### config.mk
export PLATFORM = sky130hd
export DESIGN_NAME = pwm_dac
export DESIGN_NICKNAME = d
export VERILOG_FILES = /design/src/rtl/dds_pkg.sv /design/src/rtl/pwm_prescaler.sv /design/src/rtl/pwm_dac.sv
export SDC_FILE = /design/constraint.sdc
export NUM_CORES = 1
export LEC_CHECK = 0
export ABC_AREA = 1
export CAP_MARGIN = 20
export CORE_MARGIN = 8
export CORE_UTILIZATION = 45
export CTS_CLUSTER_DIAMETER = 40
export DETAILED_ROUTE_END_ITERATION = 8
export PLACE_DENSITY = 0.69
export SKIP_LAST_GASP = 1
export SLEW_MARGIN = 20
export SYNTH_ARGS = -nofsm -noshare
export SYNTH_HDL_FRONTEND = slang
export SYNTH_SLANG_ARGS = --single-unit
### constraint.sdc
create_clock -name clk -period 1.3 [get_ports clk]
set_input_delay 0.195 -clock clk [delete_from_list [all_inputs] [get_ports clk]]
set_output_delay 0.195 -clock clk [all_outputs]
set_load 0.005 [all_outputs]
### src/rtl/dds_pkg.sv
// Shared DDS definitions: sample width, midscale code and the signed to
// offset-binary conversion used by both the sine generator and the PWM stage.
package dds_pkg;

  localparam int MAG_WIDTH = 8;
  localparam logic [MAG_WIDTH-1:0] MIDSCALE = {1'b1, {(MAG_WIDTH-1){1'b0}}};

  // Two's complement to offset binary: flipping the sign bit maps the most
  // negative code to 0 and signal zero to midscale.
  function automatic logic [MAG_WIDTH-1:0] to_offset_binary(input logic [MAG_WIDTH-1:0] s);
    return {~s[MAG_WIDTH-1], s[MAG_WIDTH-2:0]};
  endfunction

endpackage

### src/rtl/pwm_prescaler.sv
// Tick generator: one tick every PRESCALE enabled clocks. The count freezes
// while en is low so a paused PWM resumes exactly where it stopped.
module pwm_prescaler #(
  parameter int PRESCALE = 1
) (
  input  logic clk,
  input  logic rst,
  input  logic en,
  output logic tick
);

  localparam int PW = (PRESCALE > 1) ? $clog2(PRESCALE) : 1;
  localparam logic [PW-1:0] LAST = PW'(PRESCALE - 1);

  logic [PW-1:0] pre;

  // With PRESCALE=1 LAST is 0, pre never leaves 0 and tick simply follows en.
  assign tick = en & (pre == LAST);

  // Prescale counter, wraps after LAST, held while disabled.
  always_ff @(posedge clk) begin
    if (rst)
      pre <= '0;
    else if (en)
      pre <= (pre == LAST) ? '0 : pre + 1'b1;
  end

endmodule

### src/rtl/pwm_dac.sv
// PWM output stage: double-buffered sample intake over valid/ready, one PWM
// period of 2^MAG_WIDTH ticks per sample, sticky underrun when a period has
// to repeat the previous duty.
module pwm_dac #(
  parameter int MAG_WIDTH = dds_pkg::MAG_WIDTH,
  parameter int PRESCALE  = 1
) (
  input  logic                 clk,
  input  logic                 rst,
  input  logic                 en,
  input  logic [MAG_WIDTH-1:0] sample_in,
  input  logic                 sample_valid,
  output logic                 sample_ready,
  input  logic                 clr_underrun,
  output logic                 pwm_out,
  output logic                 period_start,
  output logic                 underrun
);

  localparam logic [MAG_WIDTH-1:0] MID     = {1'b1, {(MAG_WIDTH-1){1'b0}}};
  localparam logic [MAG_WIDTH-1:0] CNT_MAX = '1;

  logic                 tick;
  logic                 hold_full;
  logic                 xfer;
  logic                 load;
  logic [MAG_WIDTH-1:0] duty_in;
  logic [MAG_WIDTH-1:0] hold;
  logic [MAG_WIDTH-1:0] active_duty;
  logic [MAG_WIDTH-1:0] cnt;

  pwm_prescaler #(.PRESCALE(PRESCALE)) u_pre (
    .clk  (clk),
    .rst  (rst),
    .en   (en),
    .tick (tick)
  );

  // Reuse the shared conversion when widths line up; otherwise flip the MSB directly.
  if (MAG_WIDTH == dds_pkg::MAG_WIDTH) begin : g_conv_pkg
    assign duty_in = dds_pkg::to_offset_binary(sample_in);
  end else begin : g_conv_gen
    assign duty_in = sample_in ^ MID;
  end

  assign sample_ready = ~hold_full;
  assign xfer         = sample_valid & ~hold_full;
  // Load event: last tick of the period.
  assign load         = tick & (cnt == CNT_MAX);

  // Period counter, wraps naturally at 2^MAG_WIDTH.
  always_ff @(posedge clk) begin
    if (rst)
      cnt <= '0;
    else if (tick)
      cnt <= cnt + 1'b1;
  end

  // Hold/active double buffer. On a load event an empty hold lets a sample
  // arriving that same cycle go straight to the active register.
  always_ff @(posedge clk) begin
    if (rst) begin
      hold        <= '0;
      hold_full   <= 1'b0;
      active_duty <= MID;
    end else if (load) begin
      if (hold_full) begin
        active_duty <= hold;
        hold_full   <= 1'b0;
      end else if (xfer) begin
        active_duty <= duty_in;
      end
    end else if (xfer) begin
      hold      <= duty_in;
      hold_full <= 1'b1;
    end
  end

  // Registered pin, period marker and sticky underrun (set beats clear).
  always_ff @(posedge clk) begin
    if (rst) begin
      pwm_out      <= 1'b0;
      period_start <= 1'b0;
      underrun     <= 1'b0;
    end else begin
      pwm_out      <= en & (cnt < active_duty);
      period_start <= load;
      if (load & ~hold_full & ~xfer)
        underrun <= 1'b1;
      else if (clr_underrun)
        underrun <= 1'b0;
    end
  end

endmodule

# Word level (Yosys, flattened, before mapping)
# Cells that the tools add are included.
op_classes:
  addsub: 2
  n_lt_le_gt_ge: 1
  eq_ne: 1
  muxes: 5
  bitwise: 11
  n_reduce_logical: 5
op_table:
  columns: ["cell", "count"]
  rows:
  - ["$mux 8", 2]
  - ["$add 8x1->8 const B", 1]
  - ["$eq 8x8->1 const B", 1]
  - ["$lt 8x8->1", 1]
  - ["$and 1x1->1", 6]
  - ["$not 1->1", 5]
  - ["$reduce_and 2->1", 2]
  - ["$reduce_bool 2->1", 2]
  - ["$mux 1", 3]
  - ["$reduce_or 2->1", 1]
  - ["$add 1x1->1 const B", 1]
totals:
  reg_bits: 29
  input_bits: 13
  output_inout_bits: 4
  elab_cells: 33

# Longest topological paths before layout
depth:
  ltp_word: 6
  ltp_mapped: 9
  mapped_depth_nobuf: 9

# Modules after synthesis
# A second synthesis with hierarchy kept.
hier_totals:
  hier_cells: 196
  area_unflattened_um2: 1371.3
modules_own_cells:
  columns: ["mod", "instances", "cells_per_inst", "area_each_um2", "seq_area_each_um2"]
  rows:
  - ["pwm_dac", 1, 195, 1363.8, 560.5]
  - ["pwm_prescaler", 1, 1, 7.5, 0.0]

# Worst setup path after synthesis
# No wires, ideal clock.
synth_path:
  path_kind: "reg2reg"
  start: "register cnt[1]"
  end: "register hold[7]"
  setup_time_ns: 0.116
  arrival_time_ns: 1.184
  t_required_ns: 1.184
  slack_ns: 0.001
  stages_incl_launch_ff: 9
  path_buffers: 0
  synth_period_minus_slack_ns: 1.299
  cell_sequence: "dfxtp_1 -> ha_1 -> inv_1 -> nor2_1 -> nand4_1 -> nand2_1 -> inv_1 -> nor2_1 -> nor2_1"
synth_via:
  elab_chain_cells: 4
synth_rtl:
  columns: ["element", "line", "rtl"]
  rows:
  - ["start, declared", "pwm_dac.sv:30", "logic [MAG_WIDTH-1:0] cnt;"]
  - ["start signal, assigned", "pwm_dac.sv:56", "cnt <= cnt + 1'b1;"]
  - ["$eq 8x8->1", "pwm_dac.sv:49", "assign load = tick & (cnt == CNT_MAX);"]
  - ["$and 1x1->1", "pwm_dac.sv:49", null]
  - ["$not 1->1 (no line)", null, null]
  - ["$reduce_and 2->1 (no line)", null, null]
  - ["end signal, assigned", "pwm_dac.sv:74", "hold <= duty_in;"]
  - ["end, declared", "pwm_dac.sv:28", "logic [MAG_WIDTH-1:0] hold;"]
# Every way passes these cells.
# A chain may end at the register's enable or synchronous reset.

# Worst setup path after layout
layout_path:
  start: "register cnt[0]"
  end: "register underrun"
layout_via:
  elab_chain_cells: 5
  elab_cells_between_ends: 6
  classes_between: "eq/ne: 1; mux: 1; bitwise: 3; reduce/logical: 1"
layout_rtl:
  columns: ["element", "line", "rtl"]
  rows:
  - ["$eq 8x8->1 *", "pwm_dac.sv:49", null]
  - ["$and 1x1->1 *", "pwm_dac.sv:49", null]
  - ["$and 1x1->1 * (2 in series)", "pwm_dac.sv:88", "if (load & ~hold_full & ~xfer)"]
  - ["$mux 1 or $reduce_bool 2->1 (tied branches)", null, null]
  - ["end signal, assigned", "pwm_dac.sv:84", "underrun <= 1'b0;"]
  - ["end signal, assigned", "pwm_dac.sv:89", "underrun <= 1'b1;"]
  - ["end signal, assigned", "pwm_dac.sv:91", "underrun <= 1'b0;"]
  - ["end, declared", "pwm_dac.sv:17", "output logic underrun"]
# Every way passes the cells marked *; elsewhere a longest branch is shown, timed or not.

==> results_dict.tcl <==
set metrics [dict create \
    synth_top_family_by_area "simple AND/OR/NAND/NOR gates" \
    dpl_worst_slack_ns -0.321 \
    routedWlPerCell_um 11.0 \
    path_buf_inv 0 \
    stdcell_area_um2 1850 \
    synth-simple-area-share 0.354 \
    ys_seq_elements 28 \
    synth.mux.area_fraction 0 \
    layout-drive-gt1-share 0.190 \
    grt_overflow 0 \
    cts_buffers 3 \
    startpoint_type "flip-flop" \
    cts_sinks 28 \
    hold_class "input port to flip-flop" \
    ant_nets 0 \
    timing.hold.ws_ns 0.488 \
    dp.cells 269 \
    dieArea_um2 5140 \
    tightest_slew_ns 0.245 \
    dp_hpwl_um 2160 \
    track_usage 0.125 \
    crit_fanout 4 \
    mostFrequentLayoutCell "nand2_1" \
    gp_congestion 0.761 \
    dr.pass1.iters 4 \
    vdd_drop_max_mv 0.400 \
    cts_root_buf "clkbuf_4" \
    via_count 1280 \
    path_cells "ha_4 -> nand3_4 -> nor2_4 -> nand2_1 -> nor2_2 -> nand2_1 -> o21ai_0" \
    cp.required_ns 1.58 \
    diodes 0 \
    register_area_um2 573 \
    final_cell_mix "nand2_1, nor2_1, inv_1" \
    die_x_um 71.7 \
    slew_viol_final 0 \
    drtIter0Drc 54 \
    pwr_density_cell_nw_per_um2 856 \
    yosysUniqueCellTypes 21 \
    path_common_cell "nand2_1" \
    outcome "complete, but fails checks" \
    max_freq_ghz 0.753 \
    setup_viol 2 \
    synthCells 207 \
    initial_core_util 0.465 \
    p_leak_uw 0.000951 \
    syn_nets 228 \
    skew_ns 0.00673 \
    layout.cells.non_filler 275 \
    rsz0062_at_grt "yes" \
    crit_cells 7 \
    violations "setup timing" \
    cp.arrival_ns 1.61 \
    ys_warn_count 0 \
    fillCellCount 294 \
    synth_area_per_cell_um2 6.75 \
    end_kind "flip-flop" \
    synth_compound_area_frac 0.0699 \
    grt_pass1_wl_um 5210 \
    placed_area_um2 1720 \
    grt_pass1_vias 1204 \
    grt_max_degree 16 \
    whs_path_depth 3 \
    setup_tns_ns -0.0300 \
    syn_area_um2 1400 \
    clk_latency_ns 0.34 \
    antenna_found_initial 0 \
    slew_headroom 0.836 \
    drv_cap 0 \
    clockBufferDepth 2 \
    slowest_delay_ns 0.40 \
    r2r_cells 7 \
    post_synth_xor_area_fraction 0.00627 \
    seq_area_frac_synth 0.401 \
    setup_slack_ns -0.0273 \
    period_minus_slack_ns 1.33 \
    viasPerCell 4.65 \
    die_h_um 71.7 \
    critical_path_class "flip-flop to flip-flop" \
    finalHoldViolCount 0 \
    cpLargestDelayFamily "simple AND/OR/NAND/NOR gates" \
    cts_hold_buf 0 \
    syn_to_final_growth_pct 32.6 \
    path_clk_slew_ns 0.16 \
    final_nets 264 \
    slowest_stage "dfxtp_4" \
    multi_input_area_um2 774 \
    htreeDepth 1 \
    num_io_pins 17 \
    drt-total-wl_um 3010 \
    yosys.area_share.adder 0.0717 \
    fp-row-count 20 \
    min_period_over_period 1.02 \
    core-area_um2 3000 \
    drc 0 \
    port_buffers 16 \
    cts_tree "done" \
]
==> worst paths after layout <==
| kind | slack (ns) | end | from |
|---|---|---|---|
| worst min register to register | 0.50 | hold[0] | hold[0] |
| worst min-delay path | 0.49 | hold[2] | sample_in[2] |
| worst max-delay path | -0.03 | underrun | cnt[0] |
| worst max register to register | -0.03 | underrun | cnt[0] |
==> worst register-to-register path, stage by stage, from the launching register on <==
cell and delay (ns):
dfxtp_4 0.40, ha_4 0.16, nand3_4 0.09, nor2_4 0.19
nand2_1 0.11, nor2_2 0.13, nand2_1 0.08, o21ai_0 0.12
==> area by class of cell <==
| cell class | count | area share |
|---|---|---|
| Multi-Input combinational cell | 149 | 0.418 |
| Sequential cell | 28 | 0.309 |
| Timing Repair Buffer | 34 | 0.175 |
| Inverter | 27 | 0.0554 |
| Tap cell | 33 | 0.0223 |
| Clock buffer | 4 | 0.0196 |
==> sequential cells by signal, summed over array words and instances, names as in the netlist <==
signal / flops
underrun: 1
hold_full: 1
active_duty: 8
hold: 8
cnt: 8
period_start: 1
pwm_out: 1
==> stage by stage <==
stage,util,power [µW]
5_1_grt,0.617,1670
4_1_cts,0.600,1580
6_report,0.617,1580
2_1_floorplan,-,1020
3_3_place_gp,0.572,1140
3_5_place_dp,0.572,1140
==> cells in the mapped netlist <==
cell	n	share of area
clkbuf_1	1	0.0027
nand3_2	1	0.0072
nor2_1	45	0.12
nand2_1	65	0.17
clkinv_2	1	0.0036
dfxtp_1	28	0.40
buf_1	1	0.0027
xor2_1	1	0.0063
ha_1	8	0.072
nor2_4	1	0.0081
nand3b_1	1	0.0054
nand3_1	5	0.018
clkbuf_8	1	0.0099
buf_6	1	0.0081
o21ai_0	12	0.043
nand4_4	1	0.015
o21a_1	1	0.0054
inv_1	25	0.067
nand4_1	1	0.0045
inv_2	1	0.0027
a21oi_1	6	0.022
==> what timing repair did <==
item | in CTS | in global routing
gates cloned | 1 | 0
endpoints found under the setup margin | 21 | 23
pin swaps | 4 | 11
setup buffers | 1 | 0
resized for setup | 16 | 18
==> metal layers <==
layer	vias to the layer above	track usage	wire [µm]
met2	20	0.196	1400
met1	549	0.158	1450
met3	5	0.0307	109
met5	-	0	0
met4	0	0.0544	52
li1	706	-	-
==> power by group <==
| group | switching (µW) | internal, µW |
|---|---|---|
| Combinational | 110 | 122 |
| Clock | 273 | 172 |
| Sequential | 19.4 | 888 |
==> logic make-up after synthesis <==
| logic type | count (synthesis) |
|---|---|
| simple gates | 120 |
| buf+inv | 31 |
| flops | 28 |
| compound gates | 19 |
| fa+ha+maj | 8 |
| xor+xnor | 1 |
Note: power is estimated with default switching activity, not from simulation.
